[src/rtl/pipe_stall_ctrl.sv]
// pipe_stall_ctrl: turns hazard-unit stall/flush requests into pipeline register enables/flushes.
// Optional build macro PIPE_STALL_PERF_CNT_EN adds saturating stall and branch-flush counters.
`default_nettype none

module pipe_stall_ctrl #(
    parameter int FLUSH_CYCLES = 1,
    parameter int STALL_MAX    = 64,
    parameter int CNT_W        = 16
) (
    input  logic             i_clk,
    input  logic             i_rst,
    input  logic [7:0]       i_stall_vec,
    input  logic             i_dmem_ready,
    output logic             o_pc_en,
    output logic             o_ifid_en,
    output logic             o_ifid_flush,
    output logic             o_idex_en,
    output logic             o_idex_flush,
    output logic             o_exmem_en,
    output logic             o_exmem_flush,
    output logic             o_memwb_en,
    output logic             o_memwb_flush,
    output logic             o_busy,
    output logic             o_stall_err,
    output logic [CNT_W-1:0] o_stall_cnt,
    output logic [CNT_W-1:0] o_flush_cnt
);

    typedef enum logic [1:0] {
        ST_RUN    = 2'd0,
        ST_FREEZE = 2'd1,
        ST_FLUSH  = 2'd2
    } state_t;

    localparam logic [2:0] C_FLUSH_FULL   = 3'(FLUSH_CYCLES);
    localparam logic [2:0] C_FLUSH_RELOAD = 3'(FLUSH_CYCLES - 1);
    localparam logic [7:0] C_STALL_MAX    = 8'(STALL_MAX);
    localparam bit         C_MULTI_FLUSH  = (FLUSH_CYCLES > 1);

    state_t     r_state;
    logic [2:0] r_flush_cnt;
    logic       r_pending;
    logic [7:0] r_wd_cnt;
    logic       r_stall_err;

    logic w_branch_req;
    logic w_freeze;
    logic w_pc_en, w_ifid_en, w_ifid_flush, w_idex_en, w_idex_flush;
    logic w_exmem_en, w_exmem_flush, w_memwb_en, w_memwb_flush;

    // Returns {en, flush}; the reserved code 10 is treated as a flush.
    function automatic logic [1:0] decode_stage(input logic [1:0] code);
        case (code)
            2'b00:   return 2'b10;
            2'b01:   return 2'b00;
            default: return 2'b11;
        endcase
    endfunction

    assign w_branch_req = ~i_stall_vec[7] & (i_stall_vec[6:5] == 2'b11);
    assign w_freeze     = ~i_dmem_ready;

    always_comb begin
        w_pc_en                      = ~i_stall_vec[7];
        {w_ifid_en,  w_ifid_flush}   = decode_stage(i_stall_vec[6:5]);
        {w_idex_en,  w_idex_flush}   = decode_stage(i_stall_vec[4:3]);
        {w_exmem_en, w_exmem_flush}  = decode_stage(i_stall_vec[2:1]);
        w_memwb_en                   = 1'b1;
        w_memwb_flush                = i_stall_vec[0];

        if (i_rst) begin
            w_pc_en       = 1'b1;
            w_ifid_en     = 1'b1;
            w_ifid_flush  = 1'b0;
            w_idex_en     = 1'b1;
            w_idex_flush  = 1'b0;
            w_exmem_en    = 1'b1;
            w_exmem_flush = 1'b0;
            w_memwb_en    = 1'b1;
            w_memwb_flush = 1'b0;
        end else if (w_freeze) begin
            w_pc_en       = 1'b0;
            w_ifid_en     = 1'b0;
            w_ifid_flush  = 1'b0;
            w_idex_en     = 1'b0;
            w_idex_flush  = 1'b0;
            w_exmem_en    = 1'b0;
            w_exmem_flush = 1'b0;
            w_memwb_en    = 1'b0;
            w_memwb_flush = 1'b0;
        end else if (r_state == ST_FLUSH) begin
            // Only the front end is forced; downstream stages still obey the hazard unit.
            w_pc_en      = 1'b1;
            w_ifid_en    = 1'b1;
            w_ifid_flush = 1'b1;
        end
    end

    assign o_pc_en       = w_pc_en;
    assign o_ifid_en     = w_ifid_en;
    assign o_ifid_flush  = w_ifid_flush;
    assign o_idex_en     = w_idex_en;
    assign o_idex_flush  = w_idex_flush;
    assign o_exmem_en    = w_exmem_en;
    assign o_exmem_flush = w_exmem_flush;
    assign o_memwb_en    = w_memwb_en;
    assign o_memwb_flush = w_memwb_flush;
    assign o_stall_err   = r_stall_err;

    assign o_busy = ~i_rst & ((r_state != ST_RUN)
                    | ~(w_pc_en & w_ifid_en & w_idex_en & w_exmem_en & w_memwb_en)
                    | w_ifid_flush | w_idex_flush | w_exmem_flush | w_memwb_flush);

    always_ff @(posedge i_clk or posedge i_rst) begin
        if (i_rst) begin
            r_state     <= ST_RUN;
            r_flush_cnt <= 3'd0;
            r_pending   <= 1'b0;
        end else begin
            case (r_state)
                ST_RUN: begin
                    if (w_freeze) begin
                        r_state <= ST_FREEZE;
                        if (w_branch_req) r_pending <= 1'b1;
                    end else if (w_branch_req && C_MULTI_FLUSH) begin
                        r_state     <= ST_FLUSH;
                        r_flush_cnt <= C_FLUSH_RELOAD;
                    end
                end
                ST_FREEZE: begin
                    if (w_freeze) begin
                        if (w_branch_req) r_pending <= 1'b1;
                    end else if (r_pending) begin
                        // The deferred branch gets its full flush window after the freeze.
                        r_state     <= ST_FLUSH;
                        r_flush_cnt <= C_FLUSH_FULL;
                        r_pending   <= 1'b0;
                    end else if (w_branch_req && C_MULTI_FLUSH) begin
                        r_state     <= ST_FLUSH;
                        r_flush_cnt <= C_FLUSH_RELOAD;
                    end else begin
                        r_state <= ST_RUN;
                    end
                end
                ST_FLUSH: begin
                    if (w_freeze) begin
                        r_state   <= ST_FREEZE;
                        r_pending <= 1'b1;
                    end else if (w_branch_req) begin
                        if (C_MULTI_FLUSH) r_flush_cnt <= C_FLUSH_RELOAD;
                        else               r_state     <= ST_RUN;
                    end else if (r_flush_cnt <= 3'd1) begin
                        r_state <= ST_RUN;
                    end else begin
                        r_flush_cnt <= r_flush_cnt - 3'd1;
                    end
                end
                default: r_state <= ST_RUN;
            endcase
        end
    end

    always_ff @(posedge i_clk or posedge i_rst) begin
        if (i_rst) begin
            r_wd_cnt    <= 8'd0;
            r_stall_err <= 1'b0;
        end else if (!w_pc_en) begin
            if (r_wd_cnt != C_STALL_MAX) r_wd_cnt <= r_wd_cnt + 8'd1;
            if (r_wd_cnt >= C_STALL_MAX - 8'd1) r_stall_err <= 1'b1;
        end else begin
            r_wd_cnt <= 8'd0;
        end
    end

`ifdef PIPE_STALL_PERF_CNT_EN
    logic             w_accept;
    logic [CNT_W-1:0] r_stall_cnt;
    logic [CNT_W-1:0] r_flush_evt_cnt;

    // A release from freeze counts once even if a fresh request arrives on the same cycle.
    assign w_accept = ~w_freeze & (w_branch_req | ((r_state == ST_FREEZE) & r_pending));

    always_ff @(posedge i_clk or posedge i_rst) begin
        if (i_rst) begin
            r_stall_cnt     <= '0;
            r_flush_evt_cnt <= '0;
        end else begin
            if (!w_pc_en && !(&r_stall_cnt))
                r_stall_cnt <= r_stall_cnt + 1'b1;
            if (w_accept && !(&r_flush_evt_cnt))
                r_flush_evt_cnt <= r_flush_evt_cnt + 1'b1;
        end
    end

    assign o_stall_cnt = r_stall_cnt;
    assign o_flush_cnt = r_flush_evt_cnt;
`else
    assign o_stall_cnt = '0;
    assign o_flush_cnt = '0;
`endif

endmodule

`default_nettype wire

[config.mk]
export PLATFORM = sky130hd
export DESIGN_NAME = pipe_stall_ctrl
export DESIGN_NICKNAME = d
export VERILOG_FILES = /design/src/rtl/pipe_stall_ctrl.sv
export SDC_FILE = /design/constraint.sdc
export NUM_CORES = 1
export LEC_CHECK = 0
export CAP_MARGIN = 20
export CORE_MARGIN = 1
export CORE_UTILIZATION = 25
export CTS_CLUSTER_DIAMETER = 80
export DETAILED_ROUTE_END_ITERATION = 12
export PLACE_DENSITY = 0.62
export SYNTH_ARGS = -nofsm -noshare
export SYNTH_HDL_FRONTEND = slang
export SYNTH_SLANG_ARGS = --single-unit
[constraint.sdc]
create_clock -name i_clk -period 2 [get_ports i_clk]
set_clock_uncertainty 0.15 [all_clocks]
set_input_delay 0.3 -clock i_clk [delete_from_list [all_inputs] [get_ports i_clk]]
set_output_delay 0.3 -clock i_clk [all_outputs]
set_load 0.005 [all_outputs]
==> impl_results.md, run 1 <==
* Register area share after synthesis at 28.5%
* Fmax at 510 MHz
* Hold Path Class: in -> async
* Max incr delay on CP at 0.42 ns
* Crit path DAT at 1.51 ns
* Simple-Gate Fraction of Synth Area at 21.5%
* Die ar. at 5560 um^2
* Most common cell in the synthesized netlist: buf_4
* Post-layout net count at 209
* Starting Density at 25.9%
* Asr flop ratio synth at 100%
* IO Count at 54
* Initial DRC Count at 4
* Final Hold Slack at 0.0842 ns
* CTS H-tree depth at 1
* Sink Count at 15
* Final hold violation count at 0
* Number of enable flip-flop cells after synthesis at 0
* Final setup margin at 0.0387 ns
* Register bit total from synthesis at 15
* Die W at 74.6 um
* Commonest cells post-synth: buf_4, dfrtp_1, nand2_1
* Post-synthesis mux area share at 6.46%
* Skew-Pair Late Insertion Delay at 0.25 ns
* Final GP Congestion at 0.786
* Vias at 1016
* CORE AREA at 5070 um^2
* Initial antenna violation count at 0
* Final WL at 2720 um
* Vias in the first global route at 964
* GR Overflow Total at 0
* Gr usage total at 10.3%
* P&R area growth vs syn at 35.0%
* XOR/XNOR share of the synthesized area at 3.99%
* Final Setup Violations at 0
* DRT Pass-1 Iters at 4
* Power per cell area at 729 nW/um^2
* HPWL after DPL at 1980 um
* Final Max Slew Viols at 0
* Startpoint types: flip-flop
* Overall die height at 74.6 um
* Root buffer cell: clkbuf_8
* # fillers at 544
* Compound-Gate Fraction of Synth Area at 9.89%
* DP Cell Count at 255
* Crit path kind: reg -> out
* Status: completed
* Synth cell types at 39
* Cells taking the most area after synthesis: dfrtp_1, buf_4, ha_1
* Worst Reg-to-Reg Cells at 7
* Post-CTS Hold Buffers at 0
* Synth warn at 0
* Adder-Cell Fraction of Synth Area at 7.60%
* WL/cell at 10.5 um
* Antenna viol nets, final at 0
* Vias per std cell at 3.92
* Share of cells above drive strength 1 at 27.0%
* CTS Buf Count at 3
* VDD IR max at 0.319 mV
* CTS tree: done
* Max Cap Viol at 0
* Longest Clk Path Bufs at 2
* Synth Cell Area at 1320 um^2
* Leak at 0.000866 uW
* Row Count at 26
* Number of remaining DRC errors at 0
* Worst R2R Start: r_state[1]
* Register area at 375 um^2
* Final period util at 98.1%
* Crit end category: output port
* First-pass GRT wire length at 4310 um
* Port Buffer Count at 21
* DP Worst Slack at -0.330 ns
* Post-synth top area cell: dfrtp_1
* Min cycle time layout at 1.96 ns
* Post-synthesis cell count at 145
* Largest family of logic cells by synthesized area: buffers and inverters
* Multi-input combinational cell area at 856 um^2
* Reg-to-reg endpoint: r_flush_cnt[0]
* Clock transition at path regs at 0.07 ns
* Slack of the worst reg-to-reg path at 0.10 ns
* Slowest cell on the critical path: dfrtp_1
* Setup Total Neg Slack at 0 ns
* Pin count of the biggest net entering global routing at 10
* Max FO, Critical Path at 5
* Req. time, crit path at 1.55 ns
* Fin cells at 259
* Worst-path cell chain: ha_4, buf_6, o41ai_4, a41oi_2, buf_2
* Share of the synthesized area in the top cell type at 28.5%
* Main synth FF type: dfrtp_1
* RSZ-0062 raised after global routing: true
* N_diodes at 0
* Tot Pwr at 1290 uW
* Synthesized area per cell at 9.08 um^2
-- layer usage --
| metal | share of wire, % | GRT usage, % | wire, um |
|---|---|---|---|
| met1 | 43 | 11.5 | 1170 |
| met4 | 0.70 | 3.14 | 19 |
| met5 | 0 | 0 | 0 |
| met2 | 53 | 18.1 | 1430 |
| met3 | 3.6 | 3.66 | 97 |
-- worst max path at each step --
stage | from | end | cells after the start
2_1_floorplan | r_state[0] | o_busy | 6
3_3_place_gp | i_dmem_ready | o_busy | 6
3_5_place_dp | i_dmem_ready | o_busy | 6
4_1_cts | r_state[0] | o_pc_en | 7
5_1_grt | r_state[0] | o_busy | 6
6_report | r_state[1] | o_busy | 5
-- final cells by class --
class                           instances  share of cell area (%)
Clock buffer                            3                    2.32
Clock inverter                          1                   0.282
Inverter                                9                    1.90
Multi-Input combinational cell        118                    48.2
Sequential cell                        15                    21.1
Tap cell                               70                    4.93
Timing Repair Buffer                   43                    21.3
-- flip-flops by register name (all words and copies together), names as in the netlist --
register     count
r_wd_cnt         8
o_stall_err      1
r_flush_cnt      3
r_pending        1
r_state          2
-- power breakdown --
part           switching (uW)  internal [uW]
Combinational             298            334
Clock                     120            138
Sequential               49.4            355
-- metrics by stage --
| stage | area [um^2] | utilization (%) |
|---|---|---|
| 3_5_place_dp | 1640 | 32.4 |
| 2_1_floorplan | 1430 | - |
| 4_1_cts | 1720 | 33.9 |
| 6_report | 1780 | 35.0 |
| 3_3_place_gp | 1640 | 32.4 |
| 5_1_grt | 1780 | 35.0 |
-- worst max-delay path: cells and delay by family (launching register included) --
family | cells | cell delay, ns
compound gates | 2 | 0.37
fa+ha+maj | 1 | 0.19
buf+inv | 2 | 0.28
flops | 1 | 0.42
-- repair_timing --
item | CTS | global route
pin swaps | 2 | 5
resized for setup | 20 | 17
buffers inserted | 1 | 0
endpoints found under the setup margin | 10 | 4
-- cell families after synthesis --
logic type / count (synthesis)
XOR/XNOR: 6
buffers and inverters: 43
multiplexers: 7
adder cells (fa/ha/maj): 8
AO/OA/AOI/OAI: 17
flip-flops: 15
AND/OR/NAND/NOR: 48
other: 1
-- placed cells by master (no fill, tap or decap), types with 4 or more instances in the layout --
master,instances
nor2b_1,4
a21oi_1,4
dfrtp_1,15
nor2_1,8
conb_1,32
buf_4,19
inv_1,6
nand2_1,11
ha_1,5
dlygate4sd2_1,5
and3_1,4
clkdlybuf4s50_1,10
mux2i_1,4
Power figures use the tool's default switching activity.
==> run 2, diff against run 1 <==
--- a/config.mk
+++ b/config.mk
@@ -10,7 +10,6 @@
 export CORE_UTILIZATION = 25
 export CTS_CLUSTER_DIAMETER = 80
 export DETAILED_ROUTE_END_ITERATION = 12
-export PLACE_DENSITY = 0.62
 export SYNTH_ARGS = -nofsm -noshare
 export SYNTH_HDL_FRONTEND = slang
 export SYNTH_SLANG_ARGS = --single-unit
==> run 2 against run 1 <==
- utilization decreased by 0.96 points
- critical path type is now in -> out
- clock-buffer cell count unchanged
- die area unchanged
==> impl_results.md, run 2 (synthesis gave the netlist of run 1 again) <==
* IO Count at 54
* Min cycle time layout at 2.00 ns
* Commonest non-fill, non-tap cell in the layout: conb_1
* Skew-Pair Late Insertion Delay at 0.25 ns
* Final GP Congestion at 0.852
* Final hold violation count at 0
* Initial DRC Count at 60
* Req. time, crit path at 1.55 ns
* Die W at 74.6 um
* Worst R2R Start: r_state[1]
* RSZ-0062 raised after global routing: true
* Overall die height at 74.6 um
* Final Setup Violations at 0
* Crit path DAT at 1.55 ns
* Slack of the worst reg-to-reg path at 0.13 ns
* Vias at 1024
* Sink Count at 15
* Pin count of the biggest net entering global routing at 13
* Final WL at 2590 um
* First-pass GRT wire length at 4350 um
* DP Cell Count at 254
* Root buffer cell: clkbuf_8
* CORE AREA at 5070 um^2
* Starting Density at 25.9%
* Reg-to-reg endpoint: r_flush_cnt[0]
* Number of remaining DRC errors at 0
* Final period util at 99.9%
* Fin cells at 259
* Max Cap Viol at 0
* DRT Pass-1 Iters at 4
* Largest registers: r_wd_cnt: 8 flops, r_flush_cnt: 3 flops, r_state: 2 flops
* Post-layout net count at 209
* CTS Buf Count at 3
* Antenna viol nets, final at 0
* Max reg flops at 8
* Port Buffer Count at 21
* Die ar. at 5560 um^2
* VDD IR max at 0.417 mV
* Hold Path Class: in -> async
* Max FO, Critical Path at 2
* Commonest non-fill, non-tap cells in the layout: conb_1, buf_4, dfrtp_1
* Final Max Slew Viols at 0
* Gr usage total at 10.1%
* Vias in the first global route at 963
* P&R area growth vs syn at 31.3%
* CTS tree: done
* # fillers at 547
* WL/cell at 9.98 um
* GR Overflow Total at 0
* Leak at 0.000845 uW
* N_diodes at 0
* Status: completed
* Worst Reg-to-Reg Cells at 7
* Crit path kind: in -> out
* Initial antenna violation count at 0
* CP Capture Point: o_busy
* Multi-input combinational cell area at 815 um^2
* Register name with the most flops: r_wd_cnt
* HPWL after DPL at 2030 um
* Tot Pwr at 1250 uW
* Startpoint types: input port
* Critical Path Start: i_stall_vec[6]
* Fmax at 500 MHz
* Power per cell area at 721 nW/um^2
* Row Count at 26
* CTS H-tree depth at 1
* Register area at 375 um^2
* Share of cells above drive strength 1 at 24.3%
* Longest Clk Path Bufs at 2
* Clock transition at path regs at 0.06 ns
* Crit end category: output port
* Vias per std cell at 3.95
run 2: timing repair:
action | in CTS | in global routing
gates resized for setup | 19 | 7
buffers inserted | 1 | 0
endpoints found under the setup margin | 10 | 4
pin swaps | 3 | 2
hold buffers | 0 | 0
run 2: per-stage QoR:
step | util (%) | setup slack (ns) | hold slack [ns] | setup TNS [ns] | area (um^2)
CTS | 33.7 | 0.00393 | 0.0618 | 0 | 1710
floorplan | - | 0.235 | -0.00273 | 0 | 1430
global placement | 32.2 | -0.325 | 0.311 | -1.59 | 1640
detailed placement | 32.2 | -0.341 | 0.314 | -1.51 | 1640
global route | 34.0 | -0.0514 | 0.0947 | -0.0669 | 1730
finish | 34.0 | 0.00115 | 0.0639 | 0 | 1730
run 2: critical path, stage by stage:
cell and delay, ns:
clkdlybuf4s50_1 0.45, buf_4 0.17, o41ai_4 0.34, a41oi_2 0.15, buf_2 0.14
run 2: where the power goes:
part / switching, uW / internal [uW] / total, uW
sequential: 49.6 / 355 / 405
combinational: 278 / 310 / 588
clock: 114 / 138 / 252
run 2: worst min path at each step:
stage / start / end / cells after the start
after floorplan: i_rst / o_stall_err / 1
after global placement: o_stall_err / o_stall_err / 1
after detailed placement: o_stall_err / o_stall_err / 1
after CTS: i_rst / r_state[0] / 3
after global routing: i_rst / r_state[1] / 3
final: i_rst / r_state[0] / 3
run 2: layer usage:
layer	track usage (%)	share of wire, %
met1	12.0	45
met3	3.93	4.0
met4	1.68	0.43
met2	17.5	51
met5	0	0
run 2: final cells by class:
type | count | area share (%)
multi-input combinational | 118 | 47.1
timing repair buffer | 43 | 21.4
sequential | 15 | 21.7
tap | 70 | 5.07
clock inverter | 1 | 0.290
clock buffer | 3 | 2.39
inverter | 9 | 1.96
==> run 3, diff against run 2 <==
--- a/config.mk
+++ b/config.mk
@@ -5,6 +5,7 @@
 export SDC_FILE = /design/constraint.sdc
 export NUM_CORES = 1
 export LEC_CHECK = 0
+export ABC_AREA = 1
 export CAP_MARGIN = 20
 export CORE_MARGIN = 1
 export CORE_UTILIZATION = 25
==> run 3 against run 2 <==
- the flow now finishes with violations (negative hold slack)
- cell area grew 1.6%
- flip-flop and latch count unchanged
- maximum frequency up 3.4%
- clock-buffer cell count unchanged
- via count is 15% higher
- synthesized cell count grew 32%
==> impl_results.md, run 3 <==
* Status: finished with violations
* Failing checks: negative hold slack
* Power per cell area at 745 nW/um^2
* GR Overflow Total at 0
* Final GP Congestion at 0.762
* Largest registers: r_wd_cnt: 8 flops, r_flush_cnt: 3 flops, r_state: 2 flops
* Max FO, Critical Path at 4
* N_diodes at 0
* CTS tree: done
* DP Worst Slack at -0.353 ns
* Vias at 1180
* Die W at 75.6 um
* Gr usage total at 9.94%
* Most common cell in the synthesized netlist: nand2_1
* Crit end category: output port
* Antenna viol nets, final at 0
* Register area at 377 um^2
* Final Max Slew Viols at 0
* Sink Count at 15
* Synth warn at 0
* Fmax at 517 MHz
* CORE AREA at 5170 um^2
* Commonest non-fill, non-tap cells in the layout: nand2_1, conb_1, inv_1
* RSZ-0062 raised after global routing: true
* Root buffer cell: clkbuf_8
* Req. time, crit path at 1.55 ns
* VDD IR max at 0.306 mV
* CTS H-tree depth at 1
* HPWL after DPL at 2050 um
* DRT Pass-1 Iters at 4
* Number of enable flip-flop cells after synthesis at 0
* Post-synth top area cell: dfrtp_1
* Post-CTS Hold Buffers at 0
* # fillers at 569
* Worst-path cell chain: clkdlybuf4s50_1, inv_1, a31oi_1, clkdlybuf4s50_1
* Min cycle time layout at 1.93 ns
* Commonest cells post-synth: nand2_1, buf_4, inv_1
* Skew-Pair Late Insertion Delay at 0.25 ns
* Number of remaining DRC errors at 0
* Final Hold Slack at -0.00610 ns
* Worst Reg-to-Reg Cells at 6
* Initial antenna violation count at 0
* Leak at 0.000932 uW
* Max reg flops at 8
* Post-synthesis cell count at 191
* CP dominant cell by count: clkdlybuf4s50_1
* Crit path DAT at 1.48 ns
* Final period util at 96.7%
* Longest Clk Path Bufs at 2
* Final hold violation count at 9
* Initial DRC Count at 50
* Vias per std cell at 3.87
* Critical Path Start: i_stall_vec[4]
* Overall die height at 75.6 um
* Synth cell types at 26
* WL/cell at 8.38 um
* Share of cells above drive strength 1 at 23.4%
* Cells taking the most area after synthesis: dfrtp_1, buf_4, nand2_1
* Crit path kind: in -> out
* Synth Cell Area at 1350 um^2
* Synthesized area per cell at 7.09 um^2
* Startpoint types: input port
* Asr flop ratio synth at 100%
* Clock transition at path regs at 0.07 ns
* Reg-to-reg endpoint: r_flush_cnt[1]
* Post-layout net count at 255
* Main synth FF type: dfrtp_1
* Max Cap Viol at 0
* Register area share after synthesis at 27.7%
* Register bit total from synthesis at 15
* Tot Pwr at 1310 uW
* Vias in the first global route at 1022
* Register name with the most flops: r_wd_cnt
* Multi-input combinational cell area at 767 um^2
* Final Setup Violations at 0
* Pin count of the biggest net entering global routing at 16
* Share of the synthesized area in the top cell type at 27.7%
* Slowest cell on the critical path: clkdlybuf4s50_1
* CTS Buf Count at 3
* Hold Path Class: in -> async
* IO Count at 54
* Starting Density at 26.2%
* Final setup margin at 0.0661 ns
* Commonest non-fill, non-tap cell in the layout: nand2_1
* Port Buffer Count at 21
* Die ar. at 5710 um^2
* Row Count at 26
* Slack of the worst reg-to-reg path at 0.40 ns
* P&R area growth vs syn at 29.7%
* First-pass GRT wire length at 4280 um
* Max incr delay on CP at 0.53 ns
* Final WL at 2560 um
* Worst R2R Start: r_state[1]
-- run 3: worst max path at each step --
stage | end | slack (ns) | depth (start not counted)
finish | o_idex_en | 0.07 | 4
global route | o_busy | -0.05 | 10
CTS | o_busy | -0.06 | 10
detailed placement | o_busy | -0.35 | 10
global placement | o_busy | -0.33 | 10
floorplan | o_busy | 0.39 | 10
-- run 3: cells by family after synthesis --
logic type	after synthesis	share of synthesized area, %
compound gates	15	7.39
xor+xnor	1	0.647
fa+ha+maj	8	7.39
buf+inv	66	28.3
flops	15	27.7
other cells	1	0.277
simple gates	85	28.3
-- run 3: worst max-delay path, delay by kind of cell --
family	cells	cell delay, ns
buf+inv	3	1.04
compound gates	1	0.14
-- run 3: area by class of cell --
cell class                      instances  area share, %
Clock buffer                            3           2.35
Clock inverter                          1          0.285
Inverter                               32           6.99
Multi-Input combinational cell        141           43.7
Sequential cell                        15           21.5
Tap cell                               70           4.99
Timing Repair Buffer                   43           20.2
-- run 3: layer usage --
layer	vias up	routed length, um	GRT usage (%)
met5	-	0	0
met4	0	11	1.85
met3	2	101	3.57
met2	25	1290	17.6
met1	536	1150	11.7
li1	617	-	-
-- run 3: where the power goes --
group | total [uW] | leakage [uW] | switching, uW | internal [uW]
clock | 250 | 0.0000255 | 112 | 138
sequential | 412 | 0.000192 | 47.7 | 364
combinational | 647 | 0.000714 | 339 | 308
-- run 3: repair_timing --
item                       in CTS  in global routing
setup endpoints to repair      10                  7
pin swaps                       1                  6
buffers inserted                0                  2
gates resized for setup        11                 22
-- run 3: stage by stage --
step / utilization [%] / TNS (ns) / cells / area, um^2 / hold WS (ns)
4_1_cts: 32.9 / -0.0607 / 303 / 1700 / 0.211
2_1_floorplan: - / 0 / 222 / 1470 / 0.00808
5_1_grt: 33.9 / -0.0484 / 305 / 1760 / 0.0262
3_5_place_dp: 32.0 / -2.14 / 299 / 1660 / 0.303
3_3_place_gp: 32.0 / -2.02 / 299 / 1660 / 0.297
6_report: 33.9 / 0 / 305 / 1760 / -0.00610
==> edit 1: new RTL, flow settings as in run 1 <==
`STALL_MAX`: 64 -> 32.
--- a/src/rtl/pipe_stall_ctrl.sv
+++ b/src/rtl/pipe_stall_ctrl.sv
@@ -6,3 +6,3 @@
     parameter int FLUSH_CYCLES = 1,
-    parameter int STALL_MAX    = 64,
+    parameter int STALL_MAX    = 32,
     parameter int CNT_W        = 16
Formal check against the unedited RTL: same outputs for any inputs over 10 cycles, from zero or initial values and one cycle with i_rst high; that may be too few to reach the edited logic, so the function may still have changed.
==> edit 1 against run 1 <==
- area after synthesis shrank 2.3%
- design area shrank 4.9%
- count of clock-buffer cells in the layout is the same
- routed wire length shrank 12%
- largest power group unchanged
- synthesized cell count grew 4.1%
- first-iteration DRC count grew to 21 times the old value
- total power shrank 13%
- hold slack gained 0.13 ns
- setup slack lost 0.0077 ns
- sequential cell count is the same
==> edit 1: results (changes against run 1) <==
status -> completed
Post-DP Area -> 0.00156 sq mm (-5.1%)
antenna violations before repair -> 0 (unchanged)
drt wl/cell -> 9.27 um (-12%)
DRT Pass-1 Iters -> 4 (unchanged)
Post-layout nets -> 212 (+1.4%)
top flop regs -> r_wd_cnt: 8 flops, r_flush_cnt: 3 flops, r_state: 2 flops
vias in the first global route -> 903 (-6.3%)
Max Root-Sink Buffers -> 2 (unchanged)
synth cell count leaders -> buf_4 (32), dfrtp_1 (15), nor2_1 (15)
DR vias -> 1,001 (-1.5%)
largest net degree at the start of global routing -> 16 (+6)
fraction of registers with async set or reset after synthesis -> 1.00 (unchanged)
Area contributors post-synth -> dfrtp_1 (29%), buf_4 (19%), ha_1 (8.8%)
Clock transition at path regs -> 0.06 ns
Compound-Gate Fraction of Synth Area -> 0.0934 (-0.00547)
Synth warnings -> 0 (unchanged)
Synth Area in XOR/XNOR -> 0.0477 (+0.00774)
clk_lat worst skew -> 0.25 ns (about the same)
CP arrival -> 1.52 ns
Ant. Diodes -> 0 (unchanged)
maximum vdd ir drop -> 0.000240 V (-25%)
CTS Buf Count -> 3 (unchanged)
Primary FF master, synth -> dfrtp_1
DP HPWL -> 1.83 mm (-7.6%)
share of cells above drive strength 1 -> 0.220 (-0.0499)
CTS H-tree depth -> 1 (unchanged)
global-route wire length before repair -> 3.85 mm (-11%)
post-synthesis mux area share -> 0.0486 (-0.0160)
Starting DRT DRC Count -> 82 (+78)
Seq/Total Area, Yosys -> 0.292 (+0.00666)
CP max FO -> 4 (-1)
Pleak -> 0.817 nW (-5.7%)
port bufs -> 21 (unchanged)
Hold Crit Class -> input pin to asynchronous set/reset pin
gpl congestion -> 0.743 (-5.5%)
Filler cells -> 522 (-4.0%)
Post-Synth Adder-Cell Area -> 0.0875 (+0.0115)
Synth cell types -> 38 (-2.6%)
Overall Global Routing Usage -> 0.0908 (-0.0118)
CTS root buf -> clkbuf_8
-- edit 1: cell count changes after synthesis, moves of 3 or more --
cell and delta:
and3_1 -3, inv_1 +3, mux2_4 -3, nand2b_1 +3, nor2_1 +6
-- edit 1: power by group --
group	switching (mW)	total (mW)	internal [mW]
clock	0.103	0.241	0.138
combinational	0.236	0.494	0.259
sequential	0.0401	0.388	0.347
-- edit 1: kinds of logic after synthesis --
| logic type | Yosys count |
|---|---|
| AOI/OAI and AO/OA | 16 |
| xor gates and xnor gates | 7 |
| adders and majority gates | 9 |
| buffers and inverters | 45 |
| DFF | 15 |
| muxes | 6 |
| other | 1 |
| and+or+nand+nor | 52 |
-- edit 1: layout make-up --
class / instances / area [sq um] / area share
Timing Repair Buffer: 39 / 338 / 0.200
Clock inverter: 1 / 5.00 / 0.00296
Multi-Input combinational cell: 122 / 805 / 0.476
Clock buffer: 3 / 41.3 / 0.0244
Inverter: 11 / 41.3 / 0.0244
Tap cell: 67 / 83.8 / 0.0496
Sequential cell: 15 / 377 / 0.223
-- edit 1: worst paths after layout --
path | start | to | slack (ns) | depth (start not counted)
setup reg to reg | r_state[0] | r_flush_cnt[2] | 0.09 | 9
max in group asynchronous | i_rst | r_state[1] | 1.29 | 3
min in group i_clk | o_stall_err | o_stall_err | 0.32 | 1
hold reg to reg | o_stall_err | o_stall_err | 0.32 | 1
hold / removal | i_rst | r_wd_cnt[4] | 0.21 | 3
setup / recovery | r_state[1] | o_busy | 0.03 | 7
-- edit 1: metrics by stage --
| stage | utilization | std cells | hold slack [ns] | setup slack, ns |
|---|---|---|---|---|
| final | 0.349 | 258 | 0.214 | 0.0310 |
| after global routing | 0.349 | 258 | 0.246 | -0.0350 |
| after CTS | 0.334 | 255 | 0.217 | -0.118 |
| after detailed placement | 0.322 | 251 | 0.314 | -0.175 |
| after global placement | 0.322 | 251 | 0.317 | -0.178 |
| after floorplan | - | 182 | 0.0756 | 0.241 |
-- edit 1: critical path, cell delays in order (launching register included) --
cell and delay, ns:
dfrtp_2 0.44, buf_6 0.14, inv_2 0.07, ha_2 0.18, nand3_1 0.08, nor3b_2 0.18, a21oi_1 0.08, clkbuf_2 0.12
-- edit 1: metal layers --
metal | vias up | share of wire | GRT usage
li1 | 504 | - | -
met1 | 448 | 0.45 | 0.114
met3 | 6 | 0.056 | 0.0274
met2 | 43 | 0.47 | 0.147
met5 | - | 0 | 0
met4 | 0 | 0.022 | 0.0321
-- edit 1: timing repair --
| item | 4_1_cts | 5_1_grt |
|---|---|---|
| resized for setup | 12 | 21 |
| endpoints found under the hold margin | 0 | 0 |
| gates cloned | 0 | 0 |
| pin swaps | 2 | 4 |
| endpoints found under the setup margin | 9 | 8 |
| setup buffers | 0 | 3 |
| hold buffers | 0 | 0 |
==> edit 2: new RTL, flow settings as in run 1 <==
Made on the original files. Register the output `o_stall_err` once more, cleared by the reset; this adds one clock of latency there. The other outputs are not delayed to match.
--- a/src/rtl/pipe_stall_ctrl.sv
+++ b/src/rtl/pipe_stall_ctrl.sv
@@ -107,3 +107,9 @@
     assign o_memwb_flush = w_memwb_flush;
-    assign o_stall_err   = r_stall_err;
+    always_ff @(posedge i_clk or posedge i_rst) begin
+        if (i_rst) begin
+            o_stall_err <= '0;
+        end else begin
+            o_stall_err <= r_stall_err;
+        end
+    end
 
Formal check against the unedited RTL: same outputs for any inputs over 10 cycles, from zero or initial values and one cycle with i_rst high; that may be too few to reach the edited logic, so the function may still have changed.
==> edit 2 against run 1 <==
- sequential cell count grew 1
- area after synthesis grew 0.86%
- die area grew 0.83%
- setup slack gained 0.010 ns
- routed wire length shrank 6.3%
- critical endpoint unchanged
- total power shrank 8.4%
- design area shrank 0.42%
- largest power group unchanged
- clock power grew 8.5%
- cell count grew 3.9%
- count of clock-buffer cells in the layout grew 1
==> edit 2: results (changes against run 1) <==
status -> completed
number of logic inverters in the finished layout -> 11 (+2)
vias in the first global route -> 878 (-8.9%)
Hold Crit Class -> input pin to asynchronous set/reset pin
DP HPWL -> 2.10 mm (+5.7%)
Yosys reg bits -> 16 (+1)
clk tree area frac -> 0.0311 (+0.00506)
FF/Latch Area -> 400 sq um (+6.7%)
PD cells -> 670 mW/mm^2 (-8.1%)
Filler cells -> 533 (-2.0%)
Area contributors post-synth -> dfrtp_1 (30%), buf_4 (18%), ha_1 (8.5%)
Via density -> 3.87 (-1.4%)
Synth warnings -> 0 (unchanged)
maximum vdd ir drop -> 0.000213 V (-33%)
Pleak -> 0.885 nW (+2.2%)
largest net degree at the start of global routing -> 13 (+3)
Seq/Total Area, Yosys -> 0.302 (+0.0164)
Avg Cell Area, Syn -> 8.62 sq um (-5.0%)
Multi-In Gates -> 125 (+5.9%)
antenna violations before repair -> 0 (unchanged)
multi-input combinational area share -> 0.463 (-0.0185)
global-route wire length before repair -> 4.04 mm (-6.2%)
synth cell count leaders -> buf_4 (32), nand2_1 (17), dfrtp_1 (16)
DRT Wirelength -> 2.55 mm (-6.3%)
clock buffer count -> 4 (+1)
DR vias -> 1,040 (+2.4%)
Area growth syn-to-layout -> 33.3%
Post-DP Area -> 0.00165 sq mm (+0.23%)
gpl congestion -> 0.870 (+11%)
Synth cell types -> 38 (-2.6%)
Post-layout nets -> 220 (+5.3%)
Starting DRT DRC Count -> 70 (+66)
Reg2Reg Depth -> 8 (+1)
CP max FO -> 3 (-2)
Ant. Diodes -> 0 (unchanged)
NonClk Buf Share -> 0.207 (-0.00617)
share of cells above drive strength 1 -> 0.216 (-0.0538)
-- edit 2: cell count changes after synthesis, moves of 2 or more --
| cell | delta |
|---|---|
| inv_1 | +3 |
| nand2b_1 | +3 |
| nand2_1 | +5 |
| o21ai_2 | -2 |
| and3_1 | -4 |
| mux2_4 | -2 |
| nor2_1 | +5 |
| and2_1 | +2 |
-- edit 2: metrics by stage --
stage               hold slack, ns  utilization  worst slack (ns)  TNS, ns
detailed placement           0.224        0.322            -0.214    -1.62
floorplan                    0.105            -             0.248        0
finish                      0.0358        0.346            0.0487        0
CTS                         0.0285        0.336            -0.132   -0.223
global placement             0.212        0.322            -0.249    -1.59
global route                0.0536        0.346           -0.0678  -0.0737
-- edit 2: how the worst max path moves through the flow --
| stage | from | end |
|---|---|---|
| floorplan | r_state[0] | r_flush_cnt[0] |
| global placement | i_stall_vec[6] | o_busy |
| detailed placement | i_stall_vec[4] | o_busy |
| CTS | r_state[1] | o_busy |
| global route | r_state[1] | o_busy |
| finish | r_state[1] | o_busy |
-- edit 2: timing repair --
item,CTS,global route
resized for setup,17,13
buffers inserted,0,2
pin swaps,0,1
endpoints found under the setup margin,11,6
-- edit 2: kinds of logic after synthesis --
kind of cell	Yosys count	share of synthesized area
compound gates	15	0.0895
xor+xnor	6	0.0396
fa+ha+maj	9	0.0848
buf+inv	44	0.216
flops	16	0.302
mux	6	0.0500
other cells	1	0.00282
simple gates	57	0.216
-- edit 2: routing by layer --
metal  vias up  wire length, um  track usage  share of wire
met5         -                0            0              0
met1       480             1270        0.138           0.50
met4         0                0       0.0126              0
met2        36             1150        0.145           0.45
li1        524                -            -              -
met3         0              131       0.0201          0.051
-- edit 2: power breakdown --
group          internal (mW)  switching [mW]  leakage [nW]
sequential             0.370          0.0408         0.212
combinational          0.260           0.234         0.643
clock                  0.174           0.106        0.0288
